**config.mk**
```make
export PLATFORM = sky130hd
export DESIGN_NAME = mk_top
export DESIGN_NICKNAME = d
export VERILOG_FILES = /design/src/rtl/mk_top.sv
export SDC_FILE = /design/constraint.sdc
export NUM_CORES = 2
export LEC_CHECK = 0
export CAP_MARGIN = 20
export CORE_MARGIN = 3
export CORE_UTILIZATION = 28
export CTS_CLUSTER_SIZE = 20
export DETAILED_ROUTE_END_ITERATION = 6
export PLACE_DENSITY = 0.53
export SYNTH_ARGS = -nofsm -noshare
export SYNTH_HDL_FRONTEND = slang
export SYNTH_SLANG_ARGS = --single-unit
```
**constraint.sdc**
```tcl
create_clock -name CLK -period 8.6 [get_ports CLK]
set_input_delay 1.72 -clock CLK [delete_from_list [all_inputs] [get_ports CLK]]
set_output_delay 1.72 -clock CLK [all_outputs]
set_load 0.03 [all_outputs]
```
**src/rtl/mk_top.sv**
```systemverilog
// mk_top: multi-cycle, non-pipelined RV32I core. Instruction fetches and LW/SW
// share one get-style request port and one put-style response port.
module mk_top (
    input  logic        CLK,
    input  logic        RST,
    output logic [64:0] obtain_rq_get,
    output logic        RDY_obtain_rq_get,
    input  logic        EN_obtain_rq_get,
    input  logic [31:0] send_rs_put,
    input  logic        EN_send_rs_put,
    output logic        RDY_send_rs_put
);
    localparam logic [2:0] ST_FETCH = 3'd0;
    localparam logic [2:0] ST_IWAIT = 3'd1;
    localparam logic [2:0] ST_EXEC  = 3'd2;
    localparam logic [2:0] ST_MEM   = 3'd3;
    localparam logic [2:0] ST_DWAIT = 3'd4;

    localparam logic [6:0] OP_LUI    = 7'h37;
    localparam logic [6:0] OP_AUIPC  = 7'h17;
    localparam logic [6:0] OP_JAL    = 7'h6f;
    localparam logic [6:0] OP_JALR   = 7'h67;
    localparam logic [6:0] OP_BRANCH = 7'h63;
    localparam logic [6:0] OP_LOAD   = 7'h03;
    localparam logic [6:0] OP_STORE  = 7'h23;
    localparam logic [6:0] OP_IMM    = 7'h13;
    localparam logic [6:0] OP_REG    = 7'h33;

    logic [2:0]  state_q, state_d;
    logic [31:0] pc_q, pc_d;
    logic [31:0] instr_q, instr_d;
    logic [31:0] addr_q, addr_d;
    logic [31:0] wdata_q, wdata_d;
    logic        store_q, store_d;
    logic [31:0] rf_q [32];

    logic [6:0]  opcode, funct7;
    logic [4:0]  rd, rs1, rs2;
    logic [2:0]  funct3;
    logic [31:0] rs1_val, rs2_val;
    logic [31:0] imm_i, imm_s, imm_b, imm_u, imm_j;
    logic [31:0] alu_b, alu_res, pc_plus4;
    logic [4:0]  shamt;
    logic        alu_ok, br_taken;
    logic        rf_we;
    logic [31:0] rf_wdata;

    always_comb begin
        opcode  = instr_q[6:0];
        rd      = instr_q[11:7];
        funct3  = instr_q[14:12];
        rs1     = instr_q[19:15];
        rs2     = instr_q[24:20];
        funct7  = instr_q[31:25];
        rs1_val = (rs1 == 5'd0) ? '0 : rf_q[rs1];
        rs2_val = (rs2 == 5'd0) ? '0 : rf_q[rs2];
        imm_i   = {{20{instr_q[31]}}, instr_q[31:20]};
        imm_s   = {{20{instr_q[31]}}, instr_q[31:25], instr_q[11:7]};
        imm_b   = {{19{instr_q[31]}}, instr_q[31], instr_q[7], instr_q[30:25], instr_q[11:8], 1'b0};
        imm_u   = {instr_q[31:12], 12'h000};
        imm_j   = {{11{instr_q[31]}}, instr_q[31], instr_q[19:12], instr_q[20], instr_q[30:21], 1'b0};
        pc_plus4 = pc_q + 32'd4;
    end

    // instr_q[30] selects SUB only for register ops, SRA/SRAI for both forms
    always_comb begin
        alu_b = (opcode == OP_REG) ? rs2_val : imm_i;
        shamt = alu_b[4:0];
        case (funct3)
            3'd0:    alu_res = (opcode == OP_REG && instr_q[30]) ? rs1_val - alu_b : rs1_val + alu_b;
            3'd1:    alu_res = rs1_val << shamt;
            3'd2:    alu_res = {31'd0, $signed(rs1_val) < $signed(alu_b)};
            3'd3:    alu_res = {31'd0, rs1_val < alu_b};
            3'd4:    alu_res = rs1_val ^ alu_b;
            3'd5:    alu_res = instr_q[30] ? 32'($signed(rs1_val) >>> shamt) : rs1_val >> shamt;
            3'd6:    alu_res = rs1_val | alu_b;
            default: alu_res = rs1_val & alu_b;
        endcase
        if (opcode == OP_REG)
            alu_ok = (funct7 == 7'h00) ||
                     (funct7 == 7'h20 && (funct3 == 3'd0 || funct3 == 3'd5));
        else if (funct3 == 3'd1)
            alu_ok = (funct7 == 7'h00);
        else if (funct3 == 3'd5)
            alu_ok = (funct7 == 7'h00) || (funct7 == 7'h20);
        else
            alu_ok = 1'b1;
        case (funct3)
            3'd0:    br_taken = (rs1_val == rs2_val);
            3'd1:    br_taken = (rs1_val != rs2_val);
            3'd4:    br_taken = $signed(rs1_val) <  $signed(rs2_val);
            3'd5:    br_taken = $signed(rs1_val) >= $signed(rs2_val);
            3'd6:    br_taken = rs1_val <  rs2_val;
            3'd7:    br_taken = rs1_val >= rs2_val;
            default: br_taken = 1'b0;
        endcase
    end

    always_comb begin
        state_d  = state_q;
        pc_d     = pc_q;
        instr_d  = instr_q;
        addr_d   = addr_q;
        wdata_d  = wdata_q;
        store_d  = store_q;
        rf_we    = 1'b0;
        rf_wdata = alu_res;
        case (state_q)
            ST_FETCH: if (EN_obtain_rq_get) state_d = ST_IWAIT;
            ST_IWAIT: if (EN_send_rs_put) begin
                instr_d = send_rs_put;
                state_d = ST_EXEC;
            end
            ST_EXEC: begin
                state_d = ST_FETCH;
                pc_d    = pc_plus4;
                case (opcode)
                    OP_LUI: begin
                        rf_we = 1'b1; rf_wdata = imm_u;
                    end
                    OP_AUIPC: begin
                        rf_we = 1'b1; rf_wdata = pc_q + imm_u;
                    end
                    OP_JAL: begin
                        rf_we = 1'b1; rf_wdata = pc_plus4; pc_d = pc_q + imm_j;
                    end
                    OP_JALR: if (funct3 == 3'd0) begin
                        rf_we = 1'b1; rf_wdata = pc_plus4;
                        pc_d = (rs1_val + imm_i) & ~32'd1;
                    end
                    OP_BRANCH: if (br_taken) pc_d = pc_q + imm_b;
                    OP_IMM, OP_REG: rf_we = alu_ok;
                    OP_LOAD: if (funct3 == 3'd2) begin
                        addr_d = rs1_val + imm_i; store_d = 1'b0; wdata_d = '0;
                        pc_d = pc_q; state_d = ST_MEM;
                    end
                    OP_STORE: if (funct3 == 3'd2) begin
                        addr_d = rs1_val + imm_s; store_d = 1'b1; wdata_d = rs2_val;
                        pc_d = pc_q; state_d = ST_MEM;
                    end
                    default: ;
                endcase
            end
            ST_MEM: if (EN_obtain_rq_get) state_d = ST_DWAIT;
            ST_DWAIT: if (EN_send_rs_put) begin
                rf_we    = !store_q;
                rf_wdata = send_rs_put;
                pc_d     = pc_plus4;
                state_d  = ST_FETCH;
            end
            default: state_d = ST_FETCH;
        endcase
    end

    // Outputs decode registered state only; RST masks them while held
    always_comb begin
        RDY_obtain_rq_get = !RST && (state_q == ST_FETCH || state_q == ST_MEM);
        RDY_send_rs_put   = !RST && (state_q == ST_IWAIT || state_q == ST_DWAIT);
        obtain_rq_get     = '0;
        if (!RST && state_q == ST_FETCH)
            obtain_rq_get = {pc_q, 1'b0, 32'h0};
        else if (!RST && state_q == ST_MEM)
            obtain_rq_get = {addr_q, store_q, wdata_q};
    end

    always_ff @(posedge CLK) begin
        if (RST) begin
            state_q <= ST_FETCH;
            pc_q    <= '0;
            instr_q <= '0;
            addr_q  <= '0;
            wdata_q <= '0;
            store_q <= 1'b0;
        end else begin
            state_q <= state_d;
            pc_q    <= pc_d;
            instr_q <= instr_d;
            addr_q  <= addr_d;
            wdata_q <= wdata_d;
            store_q <= store_d;
        end
    end

    always_ff @(posedge CLK) begin
        if (!RST && rf_we && rd != 5'd0)
            rf_q[rd] <= rf_wdata;
    end
endmodule

```
==> flow_summary.yaml <==
place:
  routabilityCongestion: 1.01
  place_area_mm2: 0.0771
  place_hpwl_mm: 214
  port_buffers: 102
  dp_cells: 9116
synth:
  yosysMostFrequentCell: "edfxtp_1"
  synth_edf_count: 1024
  synth_area_leaders: "edfxtp_1 43%, mux4_2 16%, dfxtp_1 3.9%, ha_1 3.8%, mux2i_1 3.7%"
  synth_compound_area_share_pct: 13.7
  synth_top_family_by_area: "multiplexers"
  yosys.area.top_type_share_pct: 42.8
  ys_ff_latch: 1165
  synth_seq_area_share_pct: 46.8
  yosysTopAreaCell: "edfxtp_1"
  synthAdderAreaFrac_pct: 4.03
  yosysUniqueCellTypes: 119
  syn_area_per_cell_um2: 12.3
  synth_commonest_cells: "1024 x edfxtp_1, 516 x mux4_2, 462 x nand2_1"
  synthSimpleGateAreaFrac_pct: 9.06
  syn-cell-area_mm2: 0.0718
  async_flop_share_pct: 0
  netlist_instances: 5830
  synth-xor-area-share_pct: 1.95
  muxShareOfSynthArea_pct: 20.4
  yosys_warnings: 0
  synth-main-ff-cell: "edfxtp_1"
global_routing:
  antenna_found_initial: 13
  overflow: 0
  first_global_vias: 54128
  grt_pass1_wl_mm: 432
  grt_use_total_pct: 23.0
  grt_max_degree: 77
route:
  drt-total-wl_mm: 312
  first_pass_iters: 7
  antenna_left: 0
  drt_iter0_markers: 7716
  vias_per_cell: 6.04
  route.detailed.drc: 0
  wl_per_cell_um: 33.4
  vias: 56498
final_layout:
  fin_cells: 9356
  multi_input_area_mm2: 0.0358
  utilization_pct: 31.9
  nFillCells: 25412
  design_area_mm2: 0.0813
  drive_gt1_share_pct: 18.9
  nets: 6140
  synthToLayoutAreaGrowth_pct: 13.2
  regArea_mm2: 0.0336
sta:
  fin_worst_skew_ns: 0.0497
  setup_violations: 0
  slew_headroom_pct: 14.8
  hold_violations: 0
  max_freq_mhz: 124
  min_period_ns: 8.08
  final_max_slew_viol_count: 0
  holdWs_ns: 0.451
  tightest_slew_ns: 1.28
  rsz0062_at_grt: "no"
  fin_crit_sh_pct: 94.0
power_and_ir_drop:
  internal_power_w: 0.0105
  vdd_ir_drop_max_mv: 0.194
  leakagePower_nw: 26.1
  power_w: 0.0150
  p_sw_w: 0.00451
  sw_frac_of_total_pct: 30.1
  pwr-share-clk_pct: 36.6
  p_seq_share_pct: 43.4
  p_per_area_mw_per_mm2: 184
  pwr-share-comb_pct: 20.0
clocking:
  h-tree-depth: 3
  clock_sinks: 1165
  cts_buffers: 121
  worstSkewPairLatency_ns: 0.81
  postCtsResizedCells: 0
  hold_buffers: 0
  cts.path.max_buffers: 3
  cts_root_buf: "clkbuf_16"
  cts_tree: "built"
  cts_setup_buffers: 0
  path_clk_slew_ns: 0.06
setup_path:
  reg2reg_slack_ns: 0.52
  path_class: "reg2reg"
  worstRegToRegCells: 21
  critPathRequiredTime_ns: 9.34
  endpoint_kind: "register"
  crit_fanout: 39
  critPathLaunchType: "register"
  worstPathArrival_ns: 8.82
min_path:
  holdPathStages: 2
  hold_class: "reg2reg"
floorplan:
  die_h_um: 512
  io_pins: 103
  die_x_um: 512
  die-area_mm2: 0.263
  initial_core_util_pct: 28.2
  rows: 185
  core_region_area_mm2: 0.255
outcome:
  outcome: "complete, no violations"
flow_run:
  max_cap_violations: 0
==> state kept, by name, indices dropped and copies added, names as in the netlist, named ones only <==
signal / flops
rf_q: 1024
instr_q: 32
wdata_q: 32
store_q: 1
addr_q: 32
pc_q: 31
state_q: 3
==> cells by family after synthesis <==
group / after synthesis
buffers and inverters: 607
adders and majority gates: 227
DFF: 1165
muxes: 806
AOI/OAI and AO/OA: 1493
other: 1
and+or+nand+nor: 1371
xor gates and xnor gates: 160
==> area by class of cell <==
| class | instances | share of cell area, % |
|---|---|---|
| clock buffer | 145 | 3.86 |
| sequential | 1165 | 41.3 |
| inverter | 162 | 0.756 |
| timing repair buffer | 338 | 3.64 |
| tap | 3366 | 5.18 |
| multi-input combinational | 4089 | 44.1 |
| antenna | 7 | 0.0215 |
| clock inverter | 84 | 1.13 |
==> power groups by stage <==
| stage | logic, W | registers (W) | clock network [W] |
|---|---|---|---|
| floorplan | 0.00174 | 0.00658 | 0 |
| global route | 0.00314 | 0.00650 | 0.00578 |
| detailed placement | 0.00290 | 0.00662 | 0 |
| global placement | 0.00290 | 0.00662 | 0 |
| CTS | 0.00291 | 0.00650 | 0.00557 |
| finish | 0.00300 | 0.00650 | 0.00548 |
==> worst paths after layout <==
| path | start | end |
|---|---|---|
| max reg2reg | register | pc_q[28] |
| min reg2reg | addr_q[30] | addr_q[30] |
| max | register | pc_q[28] |
| min | addr_q[30] | addr_q[30] |
==> per-layer routing <==
layer	GRT usage [%]	part of all wire (%)	vias to the layer above
li1	-	-	23075
met1	30.5	40	29227
met2	36.0	45	3497
met3	4.35	9.6	699
met4	11.0	5.5	0
met5	0	0	-
==> metrics by stage <==
step / worst slack, ns / setup TNS (ns)
finish: 0.519 / 0
global route: 0.377 / 0
CTS: 0.691 / 0
detailed placement: 0.691 / 0
global placement: -0.0647 / -0.0647
floorplan: 1.45 / 0
==> worst max-delay path, cell delays in order, from the launching register on <==
cell and delay, ns:
dfxtp_4 0.88, buf_12 0.39, buf_4 0.35, buf_4 0.31
mux4_2 0.28, mux4_2 0.23, nand2b_1 0.07, a21oi_1 0.81
inv_1 0.18, ha_1 0.37, nand4_1 0.13, nor4_1 0.52
buf_2 0.28, nand4_1 0.46, a31o_2 0.45, o2111ai_1 0.14
nor4bb_1 0.67, o21ai_1 0.14, buf_4 0.27, nor2_1 0.54
o21ai_0 0.30, a21oi_1 0.18
==> placed cells by master (no fill, tap or decap), drive strengths merged, types with 100 or more instances in the layout <==
master         count
clkdlybuf4s50    101
dfxtp            141
inv              169
xnor2            100
a21oi            422
o21ai            279
clkbuf           145
ha               220
edfxtp          1024
a22oi            165
nor2             363
buf              237
nand2            468
mux2i            272
mux4             516
No activity file was read; power rests on OpenSTA's default activity.
==> patch (same settings) <==
Make the reset (`RST`) asynchronous in one clocked block.
--- a/src/rtl/mk_top.sv
+++ b/src/rtl/mk_top.sv
@@ -163,7 +163,7 @@
             obtain_rq_get = {addr_q, store_q, wdata_q};
     end
 
-    always_ff @(posedge CLK) begin
+    always_ff @(posedge CLK or posedge RST) begin
         if (RST) begin
             state_q <= ST_FETCH;
             pc_q    <= '0;
Function: not settled (the Yosys comparison gave no result); the edit may change what the design does.
==> patch against the original RTL <==
Routed wire length up 15%. Critical endpoint is now rf_q[4][29]. Cell area up 3.3%. Sequential cell count fell by 10. Non-clock buffer count increased by 136. Clock skew up 27 ps. First-iteration DRC count up 7.7%. Setup slack lost 100 ps. Final cell count rose by 6.3%. The flow now finishes with violations (DRC). Synthesized area grew 1.0%.
Power is left out: the tool's default activity adds up to more than one toggle a clock period on the data nets, which glitch-free logic cannot reach.
==> patch: results (changes against the original RTL) <==
worst r2r dst=rf_q[4][29] (was pc_q[28]); R2R Setup Slk=420 ps (was 520 ps); most common library cells after synthesis=1024 x edfxtp_1, 478 x o21ai_0, 432 x nand2_1 (was 1024 x edfxtp_1, 516 x mux4_2, 462 x nand2_1); unique cell type count in the Yosys netlist=101 (was 119); Min-Delay Path Depth=2 (unchanged); post-cts gate resize count=0 (unchanged); Worst Setup Path Type=register to register (unchanged); initial antenna violation count=23 (was 13); largest net degree at the start of global routing=108 (was 77); R2R cell count=23 (was 21); nets=6711 (was 6140); WP data arrival=8710 ps (was 8820 ps); failing checks=DRC; Final Skew=76.61 ps (was 49.75 ps); first-pass GRT wire length=490.2 mm (was 432.2 mm); status=complete, but fails checks (was complete, no violations); Biggest register=rf_q (unchanged); CP Launch Point=instr_q[16]; CTS Buf Count=133 (was 121); drt initial violations=8311 (was 7716); H-tree depth=4 (was 3); final WL=360.3 mm (was 312.4 mm); hold crit path type=register to register (unchanged); Clock Pin Slew Worst Setup and Hold Paths=60 ps (about the same); Slew @ Worst Pin=1258 ps (was 1278 ps); asr flop ratio synth=11.34% (was 0%); RePlAce Congestion=0.9819 (was 1.005); layout cells sized above 1=17.96% (was 18.87%); Max FO, Critical Path=107 (was 39); vias in the first global route=58.57k (was 54.13k); Buffers on Ports=102 (unchanged); YS warnings=0 (unchanged); DRC violations left=2 (was 0); sequential fraction of the synthesis area=46.90% (was 46.76%); Most used DFF post-synth=edfxtp_1 (unchanged); Pre-antenna DRT Iters=7 (unchanged); top post-synthesis cells by area=edfxtp_1 42%, mux4_2 9.5%, mux2i_1 5.5%, dfrtp_1 4.5%, ha_1 3.8% (was edfxtp_1 43%, mux4_2 16%, dfxtp_1 3.9%, ha_1 3.8%, mux2i_1 3.7%); hpwl dp=252.3 mm (was 213.9 mm); gr usage total=26.28% (was 22.96%); clk root buf=clkbuf_16 (unchanged); CTS Buffer Depth=3 (unchanged); max FFs per register=1024 (unchanged); vias per std cell=6.163 (was 6.039); Post-synth EDFFs=1024 (unchanged); Clk Latency, worst-skew pair=840 ps (was 810 ps)
[patch: critical path: stages (launching register included)]
cell	delay, ps
dfrtp_4	800
buf_12	610
nor3b_2	720
buf_4	290
a221oi_1	120
a22oi_1	230
o211ai_1	400
nand2b_1	300
buf_4	200
inv_1	290
ha_1	420
a21oi_1	190
a211oi_1	90
o21ai_0	260
nand3b_1	130
a41oi_1	540
o311ai_0	340
a31oi_1	440
o21ai_0	210
or3_1	350
a311oi_1	320
buf_4	180
a21oi_4	70
buf_12	240
[patch: worst min path at each step]
stage	startpoint	end	slack, ps
global placement	wdata_q[19]	wdata_q[19]	460
detailed placement	wdata_q[26]	wdata_q[26]	460
global route	addr_q[2]	addr_q[2]	500
CTS	wdata_q[26]	wdata_q[26]	480
finish	wdata_q[26]	wdata_q[26]	470
floorplan	addr_q[0]	addr_q[0]	440
[patch: layer usage]
metal	track usage, %	up-vias	share of wire (%)
li1	-	25120	-
met1	35.64	31810	41
met2	40.08	3645	44
met3	5.296	735	9.4
met4	12.51	4	5.5
met5	0	-	0.0075
[patch: what timing repair did]
item,CTS,global route
buffers inserted,0,1
setup endpoints to repair,0,32
endpoints found under the hold margin,0,0
[patch: cell type report]
class / count / area [um2]
multi-input cells: 4516 / 36320
fillers: 25730 / 173400
diodes: 13 / 32.53
inverters: 168 / 638.1
clock buffers: 165 / 3532
clock inverters: 75 / 910.9
repair buffers: 474 / 4234
well taps: 3384 / 4234
flip-flops and latches: 1155 / 34060
[patch: logic make-up after synthesis]
family | count (synthesis) | share of synthesized area [%]
buf+inv | 634 | 3.856
other cells | 1 | 0.005169
mux | 859 | 17.40
simple gates | 1374 | 8.999
xor+xnor | 158 | 1.907
flops | 1155 | 46.90
compound gates | 1866 | 16.95
fa+ha+maj | 227 | 3.987
[patch: through the flow]
step	setup slack, ps	hold WS [ps]	instance area, um2	std cells
6_report	419.8	472.6	83960	9950
5_1_grt	89.83	505.0	83940	9941
4_1_cts	294.4	476.4	83850	9932
3_5_place_dp	349.1	463.3	79410	9692
3_3_place_gp	320.2	458.0	79310	9683
2_1_floorplan	-155.8	441.8	72670	6305
